## config.mk

```make
export PLATFORM = sky130hd
export DESIGN_NAME = vmem_seq
export DESIGN_NICKNAME = d
export VERILOG_FILES = /design/src/rtl/vmem_seq.sv
export SDC_FILE = /design/constraint.sdc
export NUM_CORES = 1
export LEC_CHECK = 0
export BUFFER_PORTS_ARGS = -buffer_cell sky130_fd_sc_hd__buf_2
export CAP_MARGIN = 20
export CORE_ASPECT_RATIO = 1.4
export CORE_UTILIZATION = 35
export CTS_CLUSTER_SIZE = 14
export DETAILED_ROUTE_END_ITERATION = 10
export SLEW_MARGIN = 20
export SYNTH_ARGS = -nofsm -noshare
export SYNTH_HDL_FRONTEND = slang
export SYNTH_SLANG_ARGS = --single-unit
```

## constraint.sdc

```tcl
create_clock -name Clk1 -period 15.8 [get_ports Clk1]
set_input_delay 3.16 -clock Clk1 [delete_from_list [all_inputs] [get_ports Clk1]]
set_output_delay 3.16 -clock Clk1 [all_outputs]
set_load 0.01 [all_outputs]
```

## src/rtl/vmem_seq.sv

```systemverilog
// Strided vector load/store sequencer: walks base + k*stride over up to LANES
// elements, issuing single-cycle RD or WR strobes on a simple memory port.
module vmem_seq #(
  parameter int LANES = 16,
  parameter int DW    = 16,
  parameter int AW    = 16
) (
  input  logic                   Clk1,
  input  logic                   Reset,
  input  logic                   start,
  input  logic                   op,
  input  logic [AW-1:0]          base,
  input  logic [AW-1:0]          stride,
  input  logic [$clog2(LANES):0] len,
  input  logic [LANES*DW-1:0]    vec_in,
  output logic [LANES*DW-1:0]    vec_out,
  output logic                   busy,
  output logic                   done,
  output logic [AW-1:0]          Addr,
  output logic                   RD,
  output logic                   WR,
  output logic [DW-1:0]          DataOut,
  input  logic [DW-1:0]          DataIn
);

  // state | meaning
  // IDLE  | waiting for start
  // LOAD  | issuing RD strobes, one element per cycle
  // DRAIN | last read data in flight, RD low
  // STORE | issuing WR strobes, one element per cycle
  // FIN   | done pulse; start is accepted here as in IDLE
  typedef enum logic [2:0] {IDLE, LOAD, DRAIN, STORE, FIN} state_t;

  localparam int LW = $clog2(LANES);
  localparam int CW = LW + 1;

  state_t         state, state_nxt;
  logic [CW-1:0]  cnt, cnt_nxt, len_q, eff_len;
  logic [AW-1:0]  acc, acc_nxt, stride_q, addr_nxt;
  logic [DW-1:0]  dout_nxt;
  logic           rd_nxt, wr_nxt, busy_nxt, done_nxt, accept;
  logic [DW-1:0]  lane_q [LANES];
  logic [DW-1:0]  out_q  [LANES];
  logic           cap_valid;
  logic [LW-1:0]  cap_lane, rd_lane;

  assign accept  = ((state == IDLE) || (state == FIN)) && start;
  assign eff_len = (len > CW'(LANES)) ? CW'(LANES) : len;
  // cnt has already advanced past the element whose RD is on the bus
  assign rd_lane = LW'(cnt - CW'(1));

  for (genvar k = 0; k < LANES; k++) begin : g_out
    assign vec_out[k*DW +: DW] = out_q[k];
  end

  always_ff @(posedge Clk1) begin
    if (Reset) begin
      state     <= IDLE;
      busy      <= 1'b0;
      done      <= 1'b0;
      RD        <= 1'b0;
      WR        <= 1'b0;
      Addr      <= '0;
      DataOut   <= '0;
      cnt       <= '0;
      acc       <= '0;
      stride_q  <= '0;
      len_q     <= '0;
      cap_valid <= 1'b0;
      cap_lane  <= '0;
      for (int k = 0; k < LANES; k++) begin
        out_q[k]  <= '0;
        lane_q[k] <= '0;
      end
    end else begin
      state     <= state_nxt;
      busy      <= busy_nxt;
      done      <= done_nxt;
      RD        <= rd_nxt;
      WR        <= wr_nxt;
      Addr      <= addr_nxt;
      DataOut   <= dout_nxt;
      cnt       <= cnt_nxt;
      acc       <= acc_nxt;
      // read data returns one cycle after the strobe, so the lane tag trails RD
      cap_valid <= RD;
      cap_lane  <= rd_lane;
      if (cap_valid) out_q[cap_lane] <= DataIn;
      if (accept) begin
        stride_q <= stride;
        len_q    <= eff_len;
        if (op) begin
          for (int k = 0; k < LANES; k++) lane_q[k] <= vec_in[k*DW +: DW];
        end
      end
    end
  end

  always_comb begin
    state_nxt = state;
    case (state)
      IDLE, FIN: begin
        if (start) begin
          if (len == '0) state_nxt = FIN;
          else           state_nxt = op ? STORE : LOAD;
        end else begin
          state_nxt = IDLE;
        end
      end
      LOAD:    if (cnt == len_q) state_nxt = DRAIN;
      DRAIN:   state_nxt = FIN;
      STORE:   if (cnt == len_q) state_nxt = FIN;
      default: state_nxt = IDLE;
    endcase
  end

  always_comb begin
    rd_nxt   = 1'b0;
    wr_nxt   = 1'b0;
    addr_nxt = Addr;
    dout_nxt = DataOut;
    acc_nxt  = acc;
    cnt_nxt  = cnt;
    busy_nxt = (state_nxt == LOAD) || (state_nxt == DRAIN) || (state_nxt == STORE);
    done_nxt = (state_nxt == FIN);
    if (accept) begin
      cnt_nxt = '0;
      if (len != '0) begin
        rd_nxt   = ~op;
        wr_nxt   = op;
        addr_nxt = base;
        acc_nxt  = base + stride;
        cnt_nxt  = CW'(1);
        if (op) dout_nxt = vec_in[DW-1:0];
      end
    end else if (((state == LOAD) || (state == STORE)) && (cnt != len_q)) begin
      rd_nxt   = (state == LOAD);
      wr_nxt   = (state == STORE);
      addr_nxt = acc;
      acc_nxt  = acc + stride_q;
      cnt_nxt  = cnt + CW'(1);
      if (state == STORE) dout_nxt = lane_q[cnt[LW-1:0]];
    end
  end

endmodule
```

# After elaboration in Yosys (flattened, before gate mapping)

Memories as Yosys holds them, arrays and structs flattened. A register that Yosys moved wholly into a read port is not among the register bits.
Index checks and enable logic that the tools add are counted.

Output and inout port bits: 292
Bits of input ports: 313
Memories kept: 2
Memory bits (writable): 512
Register bits: 86

Equality and inequality tests: 12
Bitwise logic cells: 17
Muxes and demuxes: 57
Magnitude comparators: 1
Reduce and logical (&&, ||, !) cells: 15
Add/sub/neg operators: 4

Memories:

| memory | words | bits a word | read ports | clocked after memory_dff | write ports | RTL line | text |
|---|---|---|---|---|---|---|---|
| lane_q | 16    | 16          | 1          | 1                        | 16          | 42       | `logic [DW-1:0] lane_q [LANES];` |
| out_q  | 16    | 16          | 16         | 0                        | 16          | 43       | `logic [DW-1:0] out_q [LANES];` |

Operators by type and width:

| cell                                                               | number |
|---|---|
| 16-bit two-way mux                                                 | 28 |
| 16-bit adder                                                       | 2 |
| 1-bit two-way mux                                                  | 17 |
| 1-bit OR                                                           | 16 |
| 16-bit OR reduction                                                | 1 |
| 5-bit two-way mux                                                  | 3 |
| 3-bit by 2-bit == test with 1-bit output, second input constant    | 4 |
| 3-bit two-way mux                                                  | 4 |
| 4-bit two-way mux                                                  | 3 |
| 3-bit case mux with 4 select lines                                 | 1 |
| 3-bit by 1-bit == test with 1-bit output, second input constant    | 2 |
| 3-bit == test, second input constant                               | 2 |
| 5-bit by 1-bit adder with 5-bit output, second input constant      | 1 |
| 5-bit == test                                                      | 1 |
| 5-bit greater-than comparator, second input constant               | 1 |
| 5-bit logical NOT                                                  | 1 |
| 5-bit inequality test                                              | 1 |
| 5-bit nonzero test                                                 | 1 |
| 1-bit logical OR                                                   | 4 |
| 4-bit AND reduction                                                | 1 |
| 2-bit nonzero test                                                 | 2 |
| 4-bit by 1-bit subtractor with 4-bit output, second input constant | 1 |
| 3-bit logical NOT                                                  | 1 |
| 1-bit logical AND                                                  | 2 |
| 6 further kinds                                                    | 6 |

# Depth between registers and ports, before layout

Word-level depth: 7
Gate-level depth with buffers: 10
Gate-level depth less buffers: 10

# Worst setup path before layout

Ideal clock, no wire load.

Kind: input to register
Start: input Reset
End: memory lane_q[0][0], enable pin
Path buffers: 2
Arrival time: 9.914 ns
Path slack: 5.222 ns
Stages on the path: 3
Cells stage by stage: clkbuf_1 > clkbuf_1 > nand2b_1

RTL lines:

| element         | RTL line | text |
|---|---|---|
| start, declared | 9        | `input logic Reset,` |
| end, declared   | 42       |  |

==> impl_results.md <==
- Syn Nets: between 2000 and 2500
- CP Class: input pin to flop
- Pins Over Slew Limit: 0
- Layout area overhead: 23.09%
- Critical Path Max Stage Delay: ~950 ps
- Vias in the first global route: around 17000
- CP bufs+invs: 4
- Nets@finish: about 2800
- # hold bufs at CTS: 0
- Via Count: around 17000
- GRT Total Usage: about a fifth
- Worst-path cell chain: buf_2 -> and2_1 -> buf_4 -> nand2_1 -> nand2b_4 -> buf_4 -> buf_4
- Die ar.: 75380 µm²
- Layout cells sized above 1: 32.72%
- Initial antenna violation count: 39
- Crit share post-route: about 39%
- Crit-path most repeated cell: buf_4
- Pre-CTS WS: between 8000 and 9000 ps
- Post-route ant nets: 0
- Root Driver: clkbuf_16
- Post-CTS setup repair buffer count: 0
- Status: finished clean
- Global-route wire length before repair: approximately 110000 µm
- Post-CTS Resized: 0
- Met3 WL: between 5000 and 6000 µm
- Die width: roughly 230 µm
- Top sig layer: met5
- Cell with the largest stage delay on the worst path: buf_4
- Synth warn: 0
- Sequential-to-total area share from yosys stat: roughly two thirds
- Largest net degree at the start of global routing: 137
- Drt initial violations: between 1000 and 1500
- CP delay by family, top: buffers and inverters
- Syn avg cell area: approximately 14 µm²
- Worst EP required: between 15000 and 20000 ps
- Routed WL: around 80000 µm
- Routed vias/inst: 4.947
- Hold WC Path Type: flop to flop
- Worst EP arrival: 6450 ps
- Filler Cells Inserted: between 6000 and 7000
- Buffers added on ports: 604
- Number of synthesized flops with an enable pin: about 500
- Cell Area, Synth: between 20000 and 30000 µm²
- Ys flop type: edfxtp_1
- Clock Skews: between 20 and 25 ps
- Fmax: 160.9 MHz
- RSZ-0062 raised after global routing: false
- H-tree levels: 2
- Lkg Pwr: about 13 nW
- Setup Total Neg Slack: 0 ps
- Power density over the cells: 118.0 nW/µm²
- Post-Syn Instances: roughly 1900
- TritonCTS Buffers: 59
- Async S/R FF share, synth: 0%
- Worst Path Max Fanout: between 80 and 90
- WL met2: 40790 µm
- Max clock buf depth: 3
- IO Count: approximately 600
- Sink Count: approximately 600
- Least-Margin Pin Slew: roughly 1100 ps
- DRC Markers: 0
- M1 wire length: slightly below 30000 µm
- Final Critical Period: about 6200 ps
- CTS clk-pin slew, worst paths: approximately 60 ps
- Die H: between 300 and 400 µm
- CORE AREA: around 73000 µm²
- Rows: roughly 120
- Critical Path Sink Type: flop
- Slew headroom: 25.36%
- Total grt overflow: 0
- Setup ws final: 9586 ps
- WL per Instance: approximately 23 µm
- Max_cap viols: 0
- Placer congestion estimate: between 0.9 and 1
- #FFs+latches synth: ~600
- Final hold vios: 0
- Post-synthesis cell type count: a little under 60
- Initial Util: 35.58%
- DP HPWL: 58360 µm
- CTS tree: done
- DR pass1 iterations: 5
- Final setup vio count: 0
- Worst VDD drop: approximately 0.000085 V
- Worst setup SP type: input pin
- Clk_lat worst skew: roughly 640 ps
-- worst min-delay path: stages, from the launching register on --
cell and delay (ps):
dfxtp_1 310, nand2_1 50, a21oi_1 50
-- per-layer routing --
layer | vias to the layer above | global-route usage (%)
met1 | 8377 | 23.12
met4 | 34 | 9.239
li1 | 7934 | -
met3 | 174 | 4.889
met5 | - | 0
met2 | 698 | 36.96
-- per-stage QoR --
step | power [mW] | cell area (µm²) | std cells | util (%) | hold WS [ps]
5_1_grt | 3.918 | 31980 | 3475 | 43.79 | 485.0
3_5_place_dp | 2.358 | 29910 | 3349 | 40.94 | 454.9
2_1_floorplan | 2.175 | 25990 | 1893 | - | 440.0
4_1_cts | 3.821 | 31920 | 3460 | 43.69 | 463.7
6_report | 3.776 | 32000 | 3480 | 43.80 | 464.2
3_3_place_gp | 2.347 | 29910 | 3349 | 40.94 | 448.9
-- path summary, 6_finish.rpt --
| kind | cells after the start | start | to | slack, ps |
|---|---|---|---|---|
| max | 7 | start | lane_q[0][0]$_SDFFCE_PN0P_ | 9590 |
| min | 2 | stride_q[13]$_SDFFE_PP0P_ | stride_q[13]$_SDFFE_PP0P_ | 460 |
| min reg2reg | 2 | stride_q[13]$_SDFFE_PP0P_ | stride_q[13]$_SDFFE_PP0P_ | 460 |
| max reg2reg | 7 | state[1]$_SDFF_PP0_ | lane_q[0][0]$_SDFFCE_PN0P_ | 11540 |
-- area by class of cell --
class | count | area (µm²) | share of cell area [%]
flip-flops and latches | 602 | 17190 | 53.72
multi-input cells | 1158 | 8295 | 25.93
repair buffers | 627 | 3226 | 10.08
clock buffers | 77 | 1649 | 5.154
well taps | 952 | 1191 | 3.723
clock inverters | 34 | 359.1 | 1.122
diodes | 19 | 47.55 | 0.1486
inverters | 11 | 41.29 | 0.1290
-- registers in the layout (all words and copies together) (netlist names), named ones only --
name and flops:
cap_lane 4, state 3, done 1, cap_valid 1, cnt 5, busy 1, len_q 5, WR 1
RD 1, DataOut 16, lane_q 256, Addr 16, out_q 256, stride_q 16, acc 16
-- synth_stat cells, drive strengths merged (11+ instances only) --
cell | instances | area share (%)
edfxtp | 512 | 59
and2 | 418 | 10
nand2 | 130 | 1.9
nor2b | 119 | 2.9
clkbuf | 98 | 1.4
dfxtp | 90 | 6.9
a21oi | 70 | 1.4
mux4 | 64 | 5.5
nor2 | 64 | 0.97
ha | 32 | 1.5
a211oi | 26 | 0.75
buf | 24 | 0.56
nor3 | 23 | 0.46
xnor2 | 22 | 0.74
a311oi | 21 | 0.76
o21ai | 19 | 0.37
a22oi | 18 | 0.52
mux2i | 17 | 0.65
or2 | 17 | 0.41
xor2 | 13 | 0.44
inv | 11 | 0.16
nand3 | 11 | 0.21
-- power breakdown --
part | total [mW] | internal [mW] | leakage (nW) | switching, mW
logic | 0.436 | 0.175 | 5.93 | 0.260
clock network | 1.46 | 0.824 | 0.968 | 0.636
registers | 1.88 | 1.83 | 6.07 | 0.0499
total | 3.78 | 2.83 | 13.0 | 0.946
-- cells by family (layout without fill, tap and decap cells) --
family,count (synthesis),count (layout),share of synthesized area [%]
multiplexers,81,81,6.200
AO/OA/AOI/OAI,200,200,5.175
XOR/XNOR,35,35,1.179
adder cells (fa/ha/maj),34,34,1.694
AND/OR/NAND/NOR,808,808,17.54
buffers and inverters,133,749,2.132
flip-flops,602,602,66.08
other,0,19,0
-- cell usage in the layout, fill, tap and decap left out, types with 11 or more instances in the layout --
cell type / n
o21ai_0: 17
a311oi_1: 19
a21oi_1: 68
buf_2: 603
clkbuf_1: 12
a22oi_1: 18
nor2_1: 59
clkbuf_16: 63
xnor2_1: 22
or2_2: 16
and2_1: 418
edfxtp_1: 512
dfxtp_1: 87
nand2_1: 130
buf_4: 21
mux4_2: 64
nor2b_1: 119
nand3_1: 11
a211oi_1: 26
inv_1: 11
mux2i_1: 17
xor2_1: 13
nor3_1: 19
diode_2: 19
ha_1: 32
Power figures use the tool's default switching activity.
